===== src/rtl/imm_extend_stage_if.sv =====
// Handshake bundle for the immediate-extension stage: an upstream request
// channel (imm/mode/tag) and a downstream result channel (data/tag/neg).
interface imm_extend_stage_if #(
  parameter int IN_W  = 16,
  parameter int OUT_W = 32,
  parameter int TAG_W = 5
);
  logic             in_valid;
  logic             in_ready;
  logic [IN_W-1:0]  in_imm;
  logic [1:0]       in_mode;
  logic [TAG_W-1:0] in_tag;
  logic             out_valid;
  logic             out_ready;
  logic [OUT_W-1:0] out_data;
  logic [TAG_W-1:0] out_tag;
  logic             out_neg;

  // Environment side: produces requests, consumes results.
  modport master (
    output in_valid, in_imm, in_mode, in_tag, out_ready,
    input  in_ready, out_valid, out_data, out_tag, out_neg
  );

  // Stage side.
  modport slave (
    input  in_valid, in_imm, in_mode, in_tag, out_ready,
    output in_ready, out_valid, out_data, out_tag, out_neg
  );
endinterface


===== src/rtl/imm_extend_stage.sv =====
// Immediate-extension stage: extends an IN_W immediate to OUT_W by mode
// (sign / zero / upper / branch) and registers the result behind a
// main + skid register pair so in_ready comes straight from a flop.
module imm_extend_stage #(
  parameter int IN_W  = 16,
  parameter int OUT_W = 32,
  parameter int TAG_W = 5
) (
  input  logic              clk,
  input  logic              reset,
  imm_extend_stage_if.slave bus
);

  localparam logic [1:0] MODE_SIGN   = 2'b00;
  localparam logic [1:0] MODE_ZERO   = 2'b01;
  localparam logic [1:0] MODE_UPPER  = 2'b10;
  localparam logic [1:0] MODE_BRANCH = 2'b11;

  logic [OUT_W-1:0] sign_ext;
  logic [OUT_W-1:0] ext_data;

  logic [OUT_W-1:0] main_data_q, main_data_d;
  logic [TAG_W-1:0] main_tag_q,  main_tag_d;
  logic             main_v_q,    main_v_d;
  logic [OUT_W-1:0] skid_data_q, skid_data_d;
  logic [TAG_W-1:0] skid_tag_q,  skid_tag_d;
  logic             skid_v_q,    skid_v_d;

  logic acc;
  logic pop;

  assign acc = bus.in_valid && !skid_v_q;
  assign pop = main_v_q && bus.out_ready;

  // Extension is purely combinational on the incoming immediate; only the
  // extended result is stored.
  always_comb begin
    sign_ext = {{(OUT_W-IN_W){bus.in_imm[IN_W-1]}}, bus.in_imm};
    ext_data = sign_ext;
    case (bus.in_mode)
      MODE_SIGN:   ext_data = sign_ext;
      MODE_ZERO:   ext_data = {{(OUT_W-IN_W){1'b0}}, bus.in_imm};
      MODE_UPPER:  ext_data = {bus.in_imm, {(OUT_W-IN_W){1'b0}}};
      MODE_BRANCH: ext_data = {sign_ext[OUT_W-3:0], 2'b00};
      default:     ext_data = sign_ext;
    endcase
  end

  // Main/skid next state. Skid is only filled when main is stalled, and is
  // always drained into main before any new item, which keeps order FIFO.
  always_comb begin
    main_data_d = main_data_q;
    main_tag_d  = main_tag_q;
    main_v_d    = main_v_q;
    skid_data_d = skid_data_q;
    skid_tag_d  = skid_tag_q;
    skid_v_d    = skid_v_q;

    if (!main_v_q) begin
      if (acc) begin
        main_data_d = ext_data;
        main_tag_d  = bus.in_tag;
        main_v_d    = 1'b1;
      end
    end else if (pop) begin
      if (skid_v_q) begin
        main_data_d = skid_data_q;
        main_tag_d  = skid_tag_q;
        skid_v_d    = 1'b0;
      end else if (acc) begin
        main_data_d = ext_data;
        main_tag_d  = bus.in_tag;
      end else begin
        main_v_d    = 1'b0;
      end
    end else if (acc) begin
      skid_data_d = ext_data;
      skid_tag_d  = bus.in_tag;
      skid_v_d    = 1'b1;
    end
  end

  // State registers; reset clears flags and the visible output value.
  always_ff @(posedge clk) begin
    if (reset) begin
      main_data_q <= '0;
      main_tag_q  <= '0;
      main_v_q    <= 1'b0;
      skid_data_q <= '0;
      skid_tag_q  <= '0;
      skid_v_q    <= 1'b0;
    end else begin
      main_data_q <= main_data_d;
      main_tag_q  <= main_tag_d;
      main_v_q    <= main_v_d;
      skid_data_q <= skid_data_d;
      skid_tag_q  <= skid_tag_d;
      skid_v_q    <= skid_v_d;
    end
  end

  assign bus.in_ready  = !skid_v_q;
  assign bus.out_valid = main_v_q;
  assign bus.out_data  = main_data_q;
  assign bus.out_tag   = main_tag_q;
  assign bus.out_neg   = main_data_q[OUT_W-1];

endmodule

===== src/flat_wrapper.sv =====
// flat-port wrapper written by rule: the top's interface ports become plain ports
module imm_extend_stage_flat 
#(
  parameter int IN_W  = 16,
  parameter int OUT_W = 32,
  parameter int TAG_W = 5
)
  (clk, reset, bus_in_valid, bus_in_imm, bus_in_mode, bus_in_tag, bus_out_ready, bus_in_ready, bus_out_valid, bus_out_data, bus_out_tag, bus_out_neg);
  imm_extend_stage_if #(.IN_W(IN_W), .OUT_W(OUT_W), .TAG_W(TAG_W)) bus_i ();
  input  logic clk;
  input  logic reset;
  input wire logic [$bits(bus_i.in_valid)-1:0] bus_in_valid;
  input wire logic [$bits(bus_i.in_imm)-1:0] bus_in_imm;
  input wire logic [$bits(bus_i.in_mode)-1:0] bus_in_mode;
  input wire logic [$bits(bus_i.in_tag)-1:0] bus_in_tag;
  input wire logic [$bits(bus_i.out_ready)-1:0] bus_out_ready;
  output wire logic [$bits(bus_i.in_ready)-1:0] bus_in_ready;
  output wire logic [$bits(bus_i.out_valid)-1:0] bus_out_valid;
  output wire logic [$bits(bus_i.out_data)-1:0] bus_out_data;
  output wire logic [$bits(bus_i.out_tag)-1:0] bus_out_tag;
  output wire logic [$bits(bus_i.out_neg)-1:0] bus_out_neg;
  assign bus_i.in_valid = bus_in_valid;
  assign bus_i.in_imm = bus_in_imm;
  assign bus_i.in_mode = bus_in_mode;
  assign bus_i.in_tag = bus_in_tag;
  assign bus_i.out_ready = bus_out_ready;
  assign bus_in_ready = bus_i.in_ready;
  assign bus_out_valid = bus_i.out_valid;
  assign bus_out_data = bus_i.out_data;
  assign bus_out_tag = bus_i.out_tag;
  assign bus_out_neg = bus_i.out_neg;
  imm_extend_stage #(.IN_W(IN_W), .OUT_W(OUT_W), .TAG_W(TAG_W)) u_core (.clk(clk), .reset(reset), .bus(bus_i));
endmodule

===== config.mk =====
export PLATFORM = sky130hd
export DESIGN_NAME = imm_extend_stage_flat
export DESIGN_NICKNAME = d
export VERILOG_FILES = /design/src/rtl/imm_extend_stage_if.sv /design/src/rtl/imm_extend_stage.sv /design/src/flat_wrapper.sv
export SDC_FILE = /design/constraint.sdc
export NUM_CORES = 1
export LEC_CHECK = 0
export CORE_MARGIN = 2
export CORE_UTILIZATION = 50
export DETAILED_ROUTE_END_ITERATION = 16
export GPL_TIMING_DRIVEN = 0
export PLACE_DENSITY = 0.74
export SLEW_MARGIN = 20
export SYNTH_ARGS = -nofsm -noshare
export SYNTH_HDL_FRONTEND = slang
export SYNTH_SLANG_ARGS = --single-unit

===== constraint.sdc =====
create_clock -name clk -period 3.74 [get_ports clk]
set_input_delay 0.561 -clock clk [delete_from_list [all_inputs] [get_ports clk]]
set_output_delay 0.561 -clock clk [all_outputs]
set_load 0.005 [all_outputs]

==> results_dict.tcl <==
set metrics [dict create \
    nets 478 \
    grt_pass1_wl_um 14700 \
    timing.rr.start "u_core.skid_v_q" \
    cts_setup_buffers 0 \
    holdWs_ns 0.459 \
    n_antenna_cell 0 \
    syn_area_per_cell_um2 8.80 \
    synthTopCellsByArea "dfxtp_1 46%, nor2_1 11%, a2111oi_2 7.3%" \
    clockBufferDepth 2 \
    synth_edf_count 0 \
    post-route-period-util_pct 58.1 \
    die_area_um2 7290 \
    finalSetupTns_ns 0 \
    place_area_um2 4050 \
    ys_types 37 \
    clockRootBuffer "clkbuf_8" \
    drtPass1Iterations 5 \
    ant_nets 0 \
    grt_setup_unrepaired "false" \
    finalMaxSlewViolations 0 \
    max_freq_ghz 0.460 \
    routed_wl_um 8940 \
    vdd_ir_drop_max_uv 303 \
    synth_seq_cells 76 \
    layout_min_cycle_time_ns 2.17 \
    syn_to_final_growth_pct 29.5 \
    setup_viol 0 \
    clk_pin_slew_ns 0.08 \
    worstPathRequired_ns 3.94 \
    synth_commonest_cells "95 x nor2_1, 76 x dfxtp_1, 33 x nand2_1" \
    overflow 0 \
    dr.first_iter.drc_count 235 \
    dp_cells 517 \
    hold_start "u_core.skid_tag_q[3]" \
    placement.io_buffers 64 \
    drc 0 \
    yosysTopAreaCellShare_pct 46.0 \
    synth_fp_nets 403 \
    cp-startpoint "bus_out_ready" \
    antenna_found_initial 0 \
    max_cap_viol_count 0 \
    final_cells 532 \
    cts-htree-levels 3 \
    vias 3126 \
    drive_above_1_share_pct 12.1 \
    power.density_nw_per_um2 464 \
    worst-slew-pin-transition_ns 0.728 \
    hp-class "flip-flop to flip-flop" \
    grt_max_degree 13 \
    outcome "finished, final reports clean" \
    cts_resized 0 \
    synthesis.area_um2 3310 \
    core_area_um2 6390 \
    synth_most_common_cell "nor2_1" \
    final_cell_area_um2 4280 \
    worstPathArrival_ns 2.37 \
    crit_fanout 10 \
    yosysSeqAreaShare_pct 46.0 \
    cp-start-kind "input port" \
    yosys_warnings 0 \
    via_per_inst 5.88 \
    start_util_pct 51.8 \
    cts_tree "yes" \
    relSlewSlack_pct 51.5 \
    synthArstFlopShare_pct 0 \
    ios 67 \
    numCtsBuffers 9 \
    clk_latency_ns 0.35 \
    rows 29 \
    dp_hpwl_um 6370 \
    ctsHoldBuffers 0 \
    clock_sinks 76 \
    die_y_um 85.4 \
    synthCells 376 \
    routabilityCongestion 0.875 \
    grt_pass1_vias 2961 \
    hold_viol 0 \
    ys.flop_type "dfxtp_1" \
    wire_per_inst_um 16.8 \
    synth_area_leader_cell "dfxtp_1" \
    grt_usage_pct 25.7 \
    critical_path_class "input port to flip-flop" \
    clock_skew_ns 0.00466 \
    worstSetupEndpointType "flip-flop" \
    die-width_um 85.4 \
    cellLeakagePower_nw 1.57 \
]
routing by layer:
metal / routed length (um) / vias to the layer above / share of wire (%) / GRT usage (%)
met5: 0 / - / 0 / 0
met4: 138 / 0 / 1.5 / 8.37
met3: 630 / 16 / 7.1 / 5.93
met2: 4070 / 123 / 46 / 39.1
met1: 4090 / 1475 / 46 / 36.0
li1: - / 1512 / - / -
flip-flops by register name, summed over array words and instances (netlist names):
name / flops
u_core.bus.out_valid: 1
u_core.skid_tag_q: 5
u_core.skid_data_q: 32
u_core.bus.out_data: 32
u_core.skid_v_q: 1
u_core.bus.out_tag: 5
final timing paths:
kind              slack (ns)                       to  cells past startpoint
hold / removal          0.46     u_core.skid_tag_q[3]                      2
hold reg to reg         0.46     u_core.skid_tag_q[3]                      2
setup reg to reg        1.86  u_core.bus.out_data[22]                      6
setup / recovery        1.57  u_core.bus.out_data[22]                      6
per-stage QoR:
| stage | util [%] | setup WS (ns) | total power, mW |
|---|---|---|---|
| 4_1_cts | 67.1 | 1.59 | 2.00 |
| 6_report | 67.1 | 1.57 | 1.99 |
| 3_5_place_dp | 63.4 | 1.22 | 1.25 |
| 5_1_grt | 67.1 | 1.50 | 2.07 |
| 3_3_place_gp | 63.4 | 1.21 | 1.25 |
| 2_1_floorplan | - | 2.01 | 1.09 |
worst max-delay path: stages:
cell and delay (ns):
clkdlybuf4s50_1 0.55, nand2b_1 0.24, nand2_2 0.17, a21oi_1 0.44
buf_4 0.32, a2111oi_2 0.10
area by class of cell:
cell class | instances | area (um^2)
clock buffer | 10 | 138
tap | 77 | 96.3
buffer | 34 | 173
multi-input combinational | 261 | 1600
sequential | 76 | 1520
inverter | 5 | 18.8
clock inverter | 5 | 100
fill | 542 | 2100
timing repair buffer | 64 | 641
cell families after synthesis:
logic type | after synthesis | share of synthesized area [%]
buffers and inverters | 39 | 5.78
and+or+nand+nor | 146 | 18.3
DFF | 76 | 46.0
AOI/OAI and AO/OA | 115 | 29.9
power breakdown:
group	internal, mW	switching, mW	total [mW]
logic	0.174	0.172	0.346
registers	0.864	0.0279	0.892
clock network	0.456	0.297	0.752
total	1.49	0.496	1.99
placed cells by master (no fill, tap or decap), types with 2 or more instances in the layout:
cell type,n
nor2_1,95
dfxtp_1,76
clkdlybuf4s50_1,64
nand2_1,33
a211oi_1,17
a2111oi_2,16
clkbuf_1,15
a21oi_1,14
a21o_1,14
a311oi_1,14
a22oi_1,13
clkbuf_8,10
buf_2,8
o22ai_1,8
a2111oi_0,7
buf_4,5
nor3_1,5
a2111oi_1,5
inv_1,4
nand2b_1,3
buf_1,3
bufinv_16,3
nand3_1,2
buf_6,2
a32oi_1,2
clkinv_2,2
Power figures use the tool's default switching activity.
